$ cat src/rtl/serial_tx_moore_if.sv
// Parallel-in / serial-out link bundle between a word producer and the frame transmitter.
// The transmitter sits on the slave side.
interface serial_tx_moore_if #(
  parameter int DATA_W = 8
);
  logic              start;
  logic [DATA_W-1:0] data_in;
  logic              tx;
  logic              busy;
  logic              done;

  modport master (output start, output data_in, input tx, input busy, input done);
  modport slave  (input start, input data_in, output tx, output busy, output done);
endinterface

$ cat src/rtl/serial_tx_moore.sv
// Moore serial frame transmitter: start bit (0), DATA_W data bits LSB first, stop bit (1),
// with each bit held for CLKS_PER_BIT clocks. Outputs depend only on registered state.
module serial_tx_moore #(
  parameter int DATA_W       = 8,
  parameter int CLKS_PER_BIT = 4
) (
  input  logic            clk,
  input  logic            reset,
  serial_tx_moore_if.slave link
);
  // Counter widths stay at least 1 bit so the degenerate parameter values still elaborate.
  localparam int CNT_W = (CLKS_PER_BIT > 1) ? $clog2(CLKS_PER_BIT) : 1;
  localparam int IDX_W = (DATA_W > 1) ? $clog2(DATA_W) : 1;
  localparam logic [CNT_W-1:0] CNT_LAST = CNT_W'(CLKS_PER_BIT - 1);
  localparam logic [IDX_W-1:0] IDX_LAST = IDX_W'(DATA_W - 1);

  localparam logic [2:0] S_IDLE  = 3'd0;
  localparam logic [2:0] S_START = 3'd1;
  localparam logic [2:0] S_DATA  = 3'd2;
  localparam logic [2:0] S_STOP  = 3'd3;
  localparam logic [2:0] S_DONE  = 3'd4;

  logic [2:0]        state_reg, state_next;
  logic [DATA_W-1:0] shift_reg, shift_next;
  logic [CNT_W-1:0]  baud_reg,  baud_next;
  logic [IDX_W-1:0]  idx_reg,   idx_next;

  logic             bit_end;
  logic [CNT_W-1:0] baud_step;

  // With CLKS_PER_BIT=1 CNT_LAST is 0, so every cycle ends a bit and the counter stays at 0.
  assign bit_end   = (baud_reg == CNT_LAST);
  assign baud_step = bit_end ? '0 : baud_reg + CNT_W'(1);

  always_ff @(posedge clk or posedge reset) begin
    if (reset) begin
      state_reg <= S_IDLE;
      shift_reg <= '0;
      baud_reg  <= '0;
      idx_reg   <= '0;
    end else begin
      state_reg <= state_next;
      shift_reg <= shift_next;
      baud_reg  <= baud_next;
      idx_reg   <= idx_next;
    end
  end

  always_comb begin
    state_next = state_reg;
    shift_next = shift_reg;
    baud_next  = baud_reg;
    idx_next   = idx_reg;
    case (state_reg)
      S_IDLE: begin
        baud_next = '0;
        idx_next  = '0;
        if (link.start) begin
          shift_next = link.data_in;
          state_next = S_START;
        end
      end
      S_START: begin
        baud_next = baud_step;
        if (bit_end) begin
          idx_next   = '0;
          state_next = S_DATA;
        end
      end
      S_DATA: begin
        baud_next = baud_step;
        if (bit_end) begin
          shift_next = shift_reg >> 1;
          if (idx_reg == IDX_LAST) begin
            state_next = S_STOP;
          end else begin
            idx_next = idx_reg + IDX_W'(1);
          end
        end
      end
      S_STOP: begin
        baud_next = baud_step;
        if (bit_end) begin
          state_next = S_DONE;
        end
      end
      S_DONE: begin
        baud_next  = '0;
        state_next = S_IDLE;
      end
      default: begin
        baud_next  = '0;
        idx_next   = '0;
        state_next = S_IDLE;
      end
    endcase
  end

  // Unused codes fall through to the idle line levels while they recover.
  always_comb begin
    link.tx   = 1'b1;
    link.busy = 1'b0;
    link.done = 1'b0;
    case (state_reg)
      S_START: begin
        link.tx   = 1'b0;
        link.busy = 1'b1;
      end
      S_DATA: begin
        link.tx   = shift_reg[0];
        link.busy = 1'b1;
      end
      S_STOP: begin
        link.busy = 1'b1;
      end
      S_DONE: begin
        link.busy = 1'b1;
        link.done = 1'b1;
      end
      default: begin
        link.tx   = 1'b1;
        link.busy = 1'b0;
        link.done = 1'b0;
      end
    endcase
  end
endmodule

$ cat src/flat_wrapper.sv
// flat-port wrapper written by rule: the top's interface ports become plain ports
module serial_tx_moore_flat 
#(
  parameter int DATA_W       = 8,
  parameter int CLKS_PER_BIT = 4
)
  (clk, reset, link_start, link_data_in, link_tx, link_busy, link_done);
  serial_tx_moore_if #(.DATA_W(DATA_W)) link_i ();
  input  logic clk;
  input  logic reset;
  input wire logic [$bits(link_i.start)-1:0] link_start;
  input wire logic [$bits(link_i.data_in)-1:0] link_data_in;
  output wire logic [$bits(link_i.tx)-1:0] link_tx;
  output wire logic [$bits(link_i.busy)-1:0] link_busy;
  output wire logic [$bits(link_i.done)-1:0] link_done;
  assign link_i.start = link_start;
  assign link_i.data_in = link_data_in;
  assign link_tx = link_i.tx;
  assign link_busy = link_i.busy;
  assign link_done = link_i.done;
  serial_tx_moore #(.DATA_W(DATA_W), .CLKS_PER_BIT(CLKS_PER_BIT)) u_core (.clk(clk), .reset(reset), .link(link_i));
endmodule
$ cat config.mk
export PLATFORM = sky130hd
export DESIGN_NAME = serial_tx_moore_flat
export DESIGN_NICKNAME = d
export VERILOG_FILES = /design/src/rtl/serial_tx_moore_if.sv /design/src/rtl/serial_tx_moore.sv /design/src/flat_wrapper.sv
export SDC_FILE = /design/constraint.sdc
export NUM_CORES = 1
export LEC_CHECK = 0
export ABC_AREA = 1
export CAP_MARGIN = 5
export CORE_ASPECT_RATIO = 1.2
export CORE_MARGIN = 2
export CORE_UTILIZATION = 55
export CTS_CLUSTER_DIAMETER = 60
export DETAILED_ROUTE_END_ITERATION = 8
export PLACE_DENSITY = 0.83
export SYNTH_ARGS = -nofsm -noshare
export SYNTH_HDL_FRONTEND = slang
export SYNTH_SLANG_ARGS = --single-unit
export TNS_END_PERCENT = 10
$ cat constraint.sdc
create_clock -name clk -period 2.8 [get_ports clk]
set_input_delay 0.56 -clock clk [delete_from_list [all_inputs] [get_ports clk]]
set_output_delay 0.56 -clock clk [all_outputs]
set_load 0.05 [all_outputs]
---- Yosys cells after proc, flatten, opt, wreduce, memory -nomap -nowiden ----
Index checks and enable logic that the tools add are counted.
cells by class
  $add $sub $neg .......................... 2
  equal/unequal tests ..................... 12
  muxes and demuxes ....................... 18
  bitwise operators ....................... 1
  reduce and logical (&&, ||, !) cells .... 8
operators with widths
  kind                   number
  $mux W3                8
  $mux W8                2
  $pmux W8 S2            1
  $pmux W3 S4            1
  $pmux W3 S3            1
  $ne A2 B1 Y1 const B   4
  $eq A3 B2 Y1 const B   2
  $eq A3 B3 Y1 const B   2
  $reduce_and A5 Y1      1
  $mux W2                2
  $ne A2 B2 Y1 const B   2
  $reduce_and A4 Y1      1
  $reduce_or A4 Y1       1
  $add A3 B1 Y3 const B  1
  $eq A3 B1 Y1 const B   1
  $logic_not A3 Y1       1
  $reduce_and A3 Y1      1
  $reduce_or A3 Y1       1
  $add A2 B1 Y2 const B  1
  $eq A2 B2 Y1 const B   1
  $mux W1                2
  $pmux W1 S2            1
  $reduce_bool A2 Y1     1
  $reduce_or A2 Y1       1
  $not A1 Y1             1
word-level totals
  register bits ........................... 16
  input port bits ......................... 11
  output and inout port bits .............. 3
  logic and storage cells ................. 45

---- Depth between registers and ports, before layout ----
Gate-level depths: netlist of run 1.
  depth after elaboration ................. 4
  depth in mapped cells ................... 8
  mapped depth without buffers ............ 8

---- Worst setup path after synthesis of run 1 ----
No wires, ideal clock.
  kind .................................... reg-to-output
  start point ............................. reg u_core.state_reg[0]
  end point ............................... out link_tx
  data arrival time ....................... 1.931 ns
  slack ................................... 0.309 ns
  stages on the path, launching flop included .. 5
  path buffers ............................ 1
  cells stage by stage .................... dfrtp_1 nor2_4 nand2_4 buf_2 o21ai_0
between the ends
  cells in the longest elaborated chain, start to end .. 2
  elaborated cells between the ends (all ways) .. 3
RTL lines
  item                                                 line                    RTL
  start: declaration                                   serial_tx_moore.sv:23   logic [2:0] state_reg, state_next;
  start signal: assignment                             serial_tx_moore.sv:42   state_reg <= state_next;
  $eq A3 B2 Y1 / $eq A3 B1 Y1 (equally long branches)  serial_tx_moore.sv:104  case (state_reg)
  $pmux W1 S2 *                                        serial_tx_moore.sv:104
  end: declaration                                     flat_wrapper.sv:13      output wire logic [$bits(link_i.tx)-1:0] link_tx;
Every way passes the cells marked *; elsewhere a longest branch is shown, timed or not.

---- Worst setup path after layout of run 1 ----
  start point ............................. reg u_core.state_reg[0]
  end point ............................... out link_busy
between the ends
  cells in the longest elaborated chain, start to end .. 3
  elaborated cells between the ends (all ways) .. 6
RTL lines
  item                                  line                    RTL
  $eq A3 B3 Y1 (tied with other cells)  serial_tx_moore.sv:104
  $reduce_or A4 Y1 (no source line) *   -
  $mux W1 *                             serial_tx_moore.sv:104
  end: declaration                      flat_wrapper.sv:14      output wire logic [$bits(link_i.busy)-1:0] link_busy;
Marks and branches as above.

==> impl_metrics.py, run 1 <==
metrics = {
    "status": {
        "outcome": "finished clean",
    },
    "timing": {
        "least_margin_pin_slew_ns": 0.594,
        "setup_ws_ns": 0.325,
        "final-max-slew-violation-count": 0,
        "rsz0062_at_grt": "false",
        "hold_viol_final": 0,
        "timing.hold.ws_ns": 0.443,
        "setup_violations": 0,
        "period_share": 0.884,
        "fin_skew_ns": 0.000555,
        "fin_setup_tns_ns": 0,
        "max_slew_margin": 0.604,
        "clock.fmax_mhz": 404,
        "period_needed_ns": 2.48,
    },
    "synth": {
        "yosys_register_bits": 16,
        "synth.net_count": 126,
        "proportion_of_synthesized_chip_area_in_sequential_cells": 0.438,
        "post_synth.cell_area_avg_sq_um": 8.17,
        "netlist_top_cells_area": "sky130_fd_sc_hd__dfrtp_1 44%, sky130_fd_sc_hd__nand2_1 11%, sky130_fd_sc_hd__inv_1 8.2%, sky130_fd_sc_hd__ha_1 4.1%, sky130_fd_sc_hd__nand3_1 3.8%",
        "post_synth_design_cell_area_sq_um": 915,
        "post-synth-top-area-fraction": 0.438,
        "synth_top_cell_by_area": "sky130_fd_sc_hd__dfrtp_1",
        "syn-instance-count": 112,
        "synthesis.yosys.warnings": 0,
        "synth_cell_types": 19,
    },
    "clock_network": {
        "cts-root-buf": "sky130_fd_sc_hd__clkbuf_4",
        "worst_setup_hold_path_clk_slew_ns": 0.08,
        "htree_num_levels": 1,
        "maximum_buffer_depth_of_the_clock_tree": 2,
        "clkLatencyLatePin_ns": 0.28,
        "tritoncts_clock_tree": "done",
        "clock_sink_count": 16,
        "tritoncts.num_buffers": 3,
    },
    "layout": {
        "largest_register_ffs": 8,
        "antenna_diodes": 0,
        "fin_util": 0.665,
        "design_area_sq_um": 1060,
        "fin_nets": 141,
        "area.growth.synth_to_final_pct": 16.4,
        "final_layout_size_suffix_gt1_frac": 0.112,
        "layout_fillers": 147,
    },
    "placement": {
        "placed_area_sq_um": 1040,
        "dp_slack_ns": 0.413,
        "place.port_buffers": 13,
        "gpl.final_weighted_congestion": 0.743,
        "dpl.hpwl_mm": 1.22,
    },
    "floorplanning": {
        "fp.dieH_um": 48.7,
        "fp.dieArea_sq_um": 2010,
        "core_area_sq_um": 1600,
        "row_count": 16,
        "initial_cell_density_of_the_core": 0.571,
        "die_x_um": 41.2,
        "io_pins": 14,
    },
    "pwr": {
        "power.ir.vdd_worst_mv": 0.549,
        "cellLeakagePower_nw": 0.549,
        "swShare": 0.481,
        "power.switching_uw": 546,
        "power.share.clock": 0.104,
        "power_report.internal_total_uw": 589,
        "power.density_cell_area_nw_per_um2": 1070,
        "power.combinational.fraction": 0.562,
        "sequentialPowerShare": 0.334,
    },
    "routing": {
        "drtPass1Iterations": 4,
        "drt_iter0_markers": 8,
        "route.final.wire_length_mm": 1.61,
        "drc": 0,
        "average_detailed_routed_wire_length_per_instance_um": 11.2,
        "detail_route.vias_per_cell": 5.21,
        "drtAntennaViolNets": 0,
        "vias": 745,
    },
    "grt": {
        "initial_antenna_violation_count": 0,
        "grt_first_pass_wirelength_mm": 2.92,
        "first_global_vias": 716,
        "global_route.usage.total": 0.208,
        "grt-ovfl-total": 0,
        "grt_max_degree": 22,
    },
    "critical_path": {
        "cp_slowest_cell": "sky130_fd_sc_hd__clkdlybuf4s50_1",
        "timing.critical_path.from": "u_core.state_reg[0]$_DFFE_PP0P_",
        "critPathTopFamily": "buffers and inverters",
        "critical_path_peak_fanout": 5,
        "crit_path_cell_trace": "nor2_1 -> nand2_1 -> nand2_1 -> clkdlybuf4s50_1",
        "cp-endpoint": "link_busy",
        "timing.critical_path.arrival_ns": 1.92,
        "worst_path_most_repeated_cell": "sky130_fd_sc_hd__nand2_1",
        "timing.reg2reg.setup_slack_ns": 1.30,
        "critical_path_depth": 4,
        "critical-path-max-stage-delay_ns": 0.79,
        "crit_path_start_kind": "flop",
        "timing.critical_path.buf_inv": 1,
        "startpoint_of_the_worst_slack_reg_to_reg_timing_path": "u_core.state_reg[0]$_DFFE_PP0P_",
        "crit_type": "flop to primary output",
        "required_time_worst_endpoint_ns": 2.24,
        "rr_worst_depth": 5,
        "cp_capture_type": "primary output",
        "worst_r2r_endpoint": "u_core.shift_reg[1]$_DFFE_PP0P_",
    },
    "hold_path": {
        "hp-class": "flop to flop",
        "worst_hold_startpoint": "u_core.baud_reg[0]$_DFF_PP0_",
    },
    "run": {
        "max-cap-violations": 0,
    },
}
==> through the flow <==
step	power, mW	std cells
finish	1.14	143
global route	1.24	143
CTS	1.15	143
detailed placement	1.02	140
global placement	1.00	140
floorplan	0.905	112
==> cell type report <==
type	instances	area [sq um]	area share
timing repair buffer	13	133	0.125
sequential	16	400	0.376
multi-input combinational	73	412	0.387
clock buffer	3	22.5	0.0212
tap	18	22.5	0.0212
inverter	20	75.1	0.0705
==> synth_stat cells, drive strengths merged <==
| master | number |
|---|---|
| ha | 3 |
| buf | 3 |
| o21ai | 17 |
| dfrtp | 16 |
| nor2 | 11 |
| inv | 20 |
| nand2 | 31 |
| nand3b | 1 |
| nand4 | 1 |
| nand3 | 8 |
| o22ai | 1 |
==> power by group through the flow <==
stage	combinational [mW]	clock [mW]	sequential, mW
final	0.638	0.118	0.379
after global placement	0.626	0	0.378
after floorplan	0.533	0	0.372
after detailed placement	0.639	0	0.385
after global routing	0.713	0.130	0.393
after CTS	0.642	0.123	0.380
==> repair_timing <==
| action | CTS | global route |
|---|---|---|
| endpoints found under the setup margin | 0 | 1 |
| gates resized for setup | 0 | 1 |
| hold buffers | 0 | 0 |
| buffers inserted | 0 | 0 |
==> cell families after synthesis <==
kind of cell | synth area share
AOI/OAI and AO/OA | 0.120
buffers and inverters | 0.112
DFF | 0.438
and+or+nand+nor | 0.289
adders and majority gates | 0.0410
==> worst min-delay path by stage <==
stage                                   end  cells after the start
2_1_floorplan  u_core.baud_reg[0]$_DFF_PP0_                      1
3_3_place_gp   u_core.baud_reg[0]$_DFF_PP0_                      1
3_5_place_dp   u_core.baud_reg[0]$_DFF_PP0_                      1
4_1_cts        u_core.baud_reg[0]$_DFF_PP0_                      1
5_1_grt        u_core.baud_reg[0]$_DFF_PP0_                      1
6_report       u_core.baud_reg[0]$_DFF_PP0_                      1
==> layout by cell type, fill, tap and decap left out <==
master,instances
sky130_fd_sc_hd__clkbuf_4,3
sky130_fd_sc_hd__clkdlybuf4s50_1,12
sky130_fd_sc_hd__dfrtp_1,16
sky130_fd_sc_hd__dlymetal6s2s_1,1
sky130_fd_sc_hd__ha_1,3
sky130_fd_sc_hd__inv_1,20
sky130_fd_sc_hd__nand2_1,27
sky130_fd_sc_hd__nand2_2,1
sky130_fd_sc_hd__nand2_4,3
sky130_fd_sc_hd__nand3_1,7
sky130_fd_sc_hd__nand3_2,1
sky130_fd_sc_hd__nand3b_1,1
sky130_fd_sc_hd__nand4_1,1
sky130_fd_sc_hd__nor2_1,8
sky130_fd_sc_hd__nor2_4,3
sky130_fd_sc_hd__o21ai_0,7
sky130_fd_sc_hd__o21ai_1,7
sky130_fd_sc_hd__o21ai_2,2
sky130_fd_sc_hd__o21ai_4,1
sky130_fd_sc_hd__o22ai_1,1
==> metal layers <==
| layer | GRT usage | vias up | share of wire |
|---|---|---|---|
| met1 | 0.262 | 345 | 0.43 |
| met4 | 0.0806 | 0 | 0.016 |
| met2 | 0.333 | 19 | 0.52 |
| met5 | 0 | - | 0 |
| li1 | - | 377 | - |
| met3 | 0.0413 | 4 | 0.035 |
Note: power is estimated with default switching activity, not from simulation.
==> run 2: changes to the inputs <==
--- a/config.mk
+++ b/config.mk
@@ -8,7 +8,7 @@
 export ABC_AREA = 1
 export CAP_MARGIN = 5
 export CORE_ASPECT_RATIO = 1.2
-export CORE_MARGIN = 2
+export CORE_MARGIN = 5
 export CORE_UTILIZATION = 55
 export CTS_CLUSTER_DIAMETER = 60
 export DETAILED_ROUTE_END_ITERATION = 8
==> impl_metrics.py, run 2 (same netlist as run 1, synthesis figures left out) <==
metrics = {
    "clock_network": {
        "tritoncts.num_buffers": 3,
        "clkLatencyLatePin_ns": 0.29,
        "htree_num_levels": 1,
        "cts-root-buf": "sky130_fd_sc_hd__clkbuf_4",
        "worst_setup_hold_path_clk_slew_ns": 0.10,
        "cts_hold_fix_bufs": 0,
        "cts_resized": 0,
        "clock_sink_count": 16,
        "tritoncts_clock_tree": "done",
        "cts_post_setup_buffers_inserted": 0,
        "maximum_buffer_depth_of_the_clock_tree": 2,
    },
    "routing": {
        "wl_met3_um": 80,
        "detailroute.wirelength.met2_um": 724,
        "average_detailed_routed_wire_length_per_instance_um": 10.7,
        "m1_wl_um": 710,
        "drtPass1Iterations": 4,
        "vias": 722,
        "drtAntennaViolNets": 0,
        "drc": 0,
        "route.top_layer_used": "met4",
        "drt_iter0_markers": 10,
        "detail_route.vias_per_cell": 5.01,
        "route.final.wire_length_mm": 1.55,
    },
    "floorplanning": {
        "io_pins": 14,
        "initial_cell_density_of_the_core": 0.571,
        "die_x_um": 47.2,
        "row_count": 16,
        "fp.dieArea_sq_um": 2580,
        "core_area_sq_um": 1600,
        "fp.dieH_um": 54.7,
    },
    "layout": {
        "fin_nets": 141,
        "area.growth.synth_to_final_pct": 17.9,
        "multi_input_logic_area_sq_um": 412,
        "final-seq-area_sq_um": 400,
        "antenna_diodes": 0,
        "design_area_sq_um": 1080,
        "largest_register_ffs": 8,
        "final_common_cell": "sky130_fd_sc_hd__nand2_1",
        "final_layout_size_suffix_gt1_frac": 0.119,
        "layout_fillers": 137,
        "mostFrequentLayoutCells": "27 x sky130_fd_sc_hd__nand2_1, 20 x sky130_fd_sc_hd__inv_1, 16 x sky130_fd_sc_hd__dfrtp_1",
    },
    "timing": {
        "hold_viol_final": 0,
        "period_share": 0.870,
        "least_margin_pin_slew_ns": 0.598,
        "final-max-slew-violation-count": 0,
        "clock.fmax_mhz": 410,
        "fin_skew_ns": 0.00676,
        "max_slew_margin": 0.601,
        "period_needed_ns": 2.44,
        "fin_setup_tns_ns": 0,
        "rsz0062_at_grt": "false",
        "setup_violations": 0,
    },
    "grt": {
        "first_global_vias": 705,
        "grt_first_pass_wirelength_mm": 2.89,
        "grt_max_degree": 22,
        "grt-ovfl-total": 0,
        "global_route.usage.total": 0.154,
        "initial_antenna_violation_count": 0,
    },
    "pwr": {
        "total_power_mw": 1.16,
        "power.ir.vdd_worst_mv": 0.844,
        "power.density_cell_area_nw_per_um2": 1080,
        "cellLeakagePower_nw": 0.557,
    },
    "placement": {
        "dpl.hpwl_mm": 1.20,
        "gpl.final_weighted_congestion": 0.799,
        "placed_area_sq_um": 1040,
        "place.port_buffers": 13,
    },
    "hold_path": {
        "hp-class": "flop to flop",
    },
    "critical_path": {
        "crit_path_cell_trace": "nor2_1 -> nor2_1 -> inv_1 -> nand2_1 -> clkdlybuf4s50_1",
        "worst_path_most_repeated_cell": "sky130_fd_sc_hd__nor2_1",
        "cp_capture_type": "primary output",
        "critical-path-max-stage-delay_ns": 0.79,
        "cp_slowest_cell": "sky130_fd_sc_hd__clkdlybuf4s50_1",
        "timing.critical_path.arrival_ns": 1.88,
        "crit_path_start_kind": "flop",
        "crit_type": "flop to primary output",
        "critical_path_peak_fanout": 6,
        "required_time_worst_endpoint_ns": 2.24,
    },
    "status": {
        "outcome": "finished clean",
    },
    "run": {
        "max-cap-violations": 0,
    },
}
## run 2: changes by cell type in the layout (fill, tap and decap cells not counted)
| cell | previous run | this run |
|---|---|---|
| sky130_fd_sc_hd__clkbuf_8 | 0 | 1 |
## run 2: power breakdown
part | switching (mW) | total (mW) | leakage [nW] | internal, mW
clock network | 0.0740 | 0.153 | 0.0210 | 0.0792
logic | 0.417 | 0.632 | 0.331 | 0.215
registers | 0.0531 | 0.377 | 0.205 | 0.324
total | 0.544 | 1.16 | 0.557 | 0.619
## run 2: per-layer routing
metal,vias up,track usage
met1,322,0.207
met3,4,0.0263
met2,14,0.243
met5,-,0
li1,382,-
met4,0,0.0553
## run 2: worst max-delay path: cells and delay by family (launching register included)
family | cells | cell delay, ns
buf+inv | 2 | 0.86
flops | 1 | 0.48
simple gates | 3 | 0.26
## run 2: final timing paths
check / to / cells past startpoint / from / slack, ns
worst max-delay path: link_busy / 5 / u_core.state_reg[1]$_DFFE_PP0P_ / 0.36
min in group asynchronous: u_core.shift_reg[3]$_DFFE_PP0P_ / 2 / reset / 0.62
max in group asynchronous: u_core.state_reg[0]$_DFFE_PP0P_ / 2 / reset / 1.78
worst min-delay path: u_core.baud_reg[0]$_DFF_PP0_ / 1 / u_core.baud_reg[0]$_DFF_PP0_ / 0.44
worst max register to register: u_core.shift_reg[1]$_DFFE_PP0P_ / 5 / u_core.state_reg[0]$_DFFE_PP0P_ / 1.28
worst min register to register: u_core.baud_reg[0]$_DFF_PP0_ / 1 / u_core.baud_reg[0]$_DFF_PP0_ / 0.44
## run 2: final cells by class
cell class / instances / area share
Timing Repair Buffer: 13 / 0.123
Inverter: 20 / 0.0696
Clock buffer: 4 / 0.0336
Multi-Input combinational cell: 73 / 0.382
Tap cell: 18 / 0.0209
Sequential cell: 16 / 0.371
## run 2: metrics by stage
step / worst slack (ns) / hold WS, ns / instances / util
final: 0.364 / 0.443 / 144 / 0.673
after detailed placement: 0.372 / 0.432 / 140 / 0.649
after floorplan: 0.309 / 0.409 / 112 / -
after global routing: 0.228 / 0.459 / 144 / 0.673
after CTS: 0.0565 / 0.445 / 144 / 0.672
after global placement: 0.428 / 0.422 / 140 / 0.649
==> run 3: changes to the inputs <==
--- a/config.mk
+++ b/config.mk
@@ -12,7 +12,9 @@
 export CORE_UTILIZATION = 55
 export CTS_CLUSTER_DIAMETER = 60
 export DETAILED_ROUTE_END_ITERATION = 8
-export PLACE_DENSITY = 0.83
+export DONT_BUFFER_PORTS = 1
+export MAX_ROUTING_LAYER = met4
+export PLACE_DENSITY = 0.72
 export SYNTH_ARGS = -nofsm -noshare
 export SYNTH_HDL_FRONTEND = slang
 export SYNTH_SLANG_ARGS = --single-unit
==> impl_metrics.py, run 3 (same netlist as run 1, synthesis figures left out) <==
metrics = {
    "routing": {
        "drtAntennaViolNets": 0,
        "drt_iter0_markers": 9,
        "vias": 685,
        "drc": 0,
        "drtPass1Iterations": 2,
        "detail_route.vias_per_cell": 5.19,
        "average_detailed_routed_wire_length_per_instance_um": 11.5,
        "route.final.wire_length_mm": 1.52,
    },
    "clock_network": {
        "clock_sink_count": 16,
        "maximum_buffer_depth_of_the_clock_tree": 2,
        "cts_hold_fix_bufs": 0,
        "cts-root-buf": "sky130_fd_sc_hd__clkbuf_4",
        "cts_post_setup_buffers_inserted": 0,
        "worst_setup_hold_path_clk_slew_ns": 0.09,
        "cts_resized": 0,
        "tritoncts.num_buffers": 3,
        "tritoncts_clock_tree": "done",
        "clkLatencyLatePin_ns": 0.29,
        "htree_num_levels": 1,
    },
    "pwr": {
        "power_report.internal_total_uw": 585,
        "power.share.clock": 0.135,
        "power.switching_uw": 540,
        "power.ir.vdd_worst_mv": 0.619,
        "power.combinational.fraction": 0.527,
        "power.density_cell_area_nw_per_um2": 1180,
        "cellLeakagePower_nw": 0.504,
        "swShare": 0.480,
        "sequentialPowerShare": 0.338,
    },
    "hold_path": {
        "hp-class": "input port to asynchronous set/reset pin",
    },
    "timing": {
        "timing.hold.ws_ns": 0.225,
        "final-max-slew-violation-count": 0,
        "rsz0062_at_grt": "false",
        "least_margin_pin_slew_ns": 0.618,
        "fin_skew_ns": 0.00137,
        "period_needed_ns": 2.08,
        "period_share": 0.743,
        "max_slew_margin": 0.587,
        "setup_violations": 0,
        "hold_viol_final": 0,
        "clock.fmax_mhz": 481,
        "fin_setup_tns_ns": 0,
    },
    "critical_path": {
        "crit_path_cell_trace": "nor2_4 -> nand2_4 -> nand2_4 -> o21ai_1 -> buf_4",
        "crit_type": "flop to primary output",
        "worst_path_most_repeated_cell": "sky130_fd_sc_hd__nand2_4",
        "cp_capture_type": "primary output",
        "critical-path-max-stage-delay_ns": 0.45,
        "required_time_worst_endpoint_ns": 2.24,
        "critical_path_peak_fanout": 21,
        "rr_worst_depth": 4,
        "startpoint_of_the_worst_slack_reg_to_reg_timing_path": "u_core.state_reg[0]$_DFFE_PP0P_",
        "timing.reg2reg.setup_slack_ns": 1.31,
        "worst_r2r_endpoint": "u_core.shift_reg[7]$_DFFE_PP0P_",
        "timing.critical_path.arrival_ns": 1.52,
        "cp_slowest_cell": "sky130_fd_sc_hd__dfrtp_1",
        "crit_path_start_kind": "flop",
    },
    "floorplanning": {
        "die_x_um": 47.2,
        "fp.dieH_um": 54.7,
        "core_area_sq_um": 1600,
        "row_count": 16,
        "io_pins": 14,
        "fp.dieArea_sq_um": 2580,
        "initial_cell_density_of_the_core": 0.571,
    },
    "layout": {
        "antenna_diodes": 0,
        "fin_nets": 129,
        "final_layout_size_suffix_gt1_frac": 0.140,
        "final_common_cell": "sky130_fd_sc_hd__nand2_1",
        "mostFrequentLayoutCells": "27 x sky130_fd_sc_hd__nand2_1, 20 x sky130_fd_sc_hd__inv_1, 16 x sky130_fd_sc_hd__dfrtp_1",
        "largest_register_ffs": 8,
        "area.growth.synth_to_final_pct": 4.24,
    },
    "grt": {
        "global_route.usage.total": 0.151,
        "grt_max_degree": 22,
        "initial_antenna_violation_count": 0,
        "grt-ovfl-total": 0,
        "grt_first_pass_wirelength_mm": 2.68,
        "first_global_vias": 683,
    },
    "placement": {
        "gpl.final_weighted_congestion": 0.878,
        "place.port_buffers": 0,
        "dpl.hpwl_mm": 1.19,
    },
    "status": {
        "outcome": "finished clean",
    },
    "run": {
        "max-cap-violations": 0,
    },
}
==> run 3: cell types whose count changed in the layout (fill, tap and decap cells not counted) <==
cell | before | now
sky130_fd_sc_hd__clkdlybuf4s50_1 | 12 | 0
sky130_fd_sc_hd__buf_4 | 0 | 1
sky130_fd_sc_hd__dlymetal6s2s_1 | 1 | 0
sky130_fd_sc_hd__o21ai_1 | 7 | 8
sky130_fd_sc_hd__o21ai_0 | 7 | 6
==> run 3: how the worst max path moves through the flow <==
stage	slack, ns	from	cells past startpoint	endpoint
after floorplan	0.31	u_core.state_reg[0]$_DFFE_PP0P_	4	link_tx
after global placement	1.07	u_core.state_reg[0]$_DFFE_PP0P_	5	link_tx
after detailed placement	1.04	u_core.state_reg[0]$_DFFE_PP0P_	5	link_tx
after CTS	0.71	u_core.state_reg[0]$_DFFE_PP0P_	5	link_tx
after global routing	0.63	u_core.state_reg[0]$_DFFE_PP0P_	5	link_tx
final	0.72	u_core.state_reg[0]$_DFFE_PP0P_	5	link_tx
==> run 3: power by group through the flow <==
| stage | sequential, mW | clock, mW | combinational, mW |
|---|---|---|---|
| after floorplan | 0.372 | 0 | 0.533 |
| after global placement | 0.381 | 0 | 0.585 |
| after detailed placement | 0.385 | 0 | 0.601 |
| after CTS | 0.381 | 0.154 | 0.604 |
| after global routing | 0.393 | 0.165 | 0.673 |
| final | 0.380 | 0.152 | 0.593 |
==> run 3: stage by stage <==
step	cells	total power [mW]	area, sq um	setup WS [ns]	utilization
4_1_cts	132	1.14	953	0.712	0.595
6_report	132	1.12	953	0.720	0.595
3_3_place_gp	128	0.966	917	1.07	0.573
3_5_place_dp	128	0.987	917	1.04	0.573
5_1_grt	132	1.23	953	0.627	0.595
2_1_floorplan	112	0.905	915	0.309	-
==> run 3: area by class of cell <==
type	instances	area, sq um
clock buffers	4	36.3
inverters	20	75.1
well taps	18	22.5
multi-input cells	73	412
repair buffers	1	7.51
flip-flops and latches	16	400
fillers	172	648
==> run 3: metal layers <==
| layer | track usage | vias to the layer above | share of wire |
|---|---|---|---|
| met1 | 0.177 | 311 | 0.42 |
| met5 | - | - | 0 |
| met4 | 0.0829 | 0 | 0.025 |
| met2 | 0.241 | 13 | 0.50 |
| met3 | 0.0230 | 5 | 0.047 |
| li1 | - | 356 | - |
==> run 3: worst max-delay path, delay by kind of cell (launching register included) <==
family | cells | cell delay, ns
flip-flops | 1 | 0.45
buffers and inverters | 1 | 0.19
AND/OR/NAND/NOR | 3 | 0.52
AO/OA/AOI/OAI | 1 | 0.07
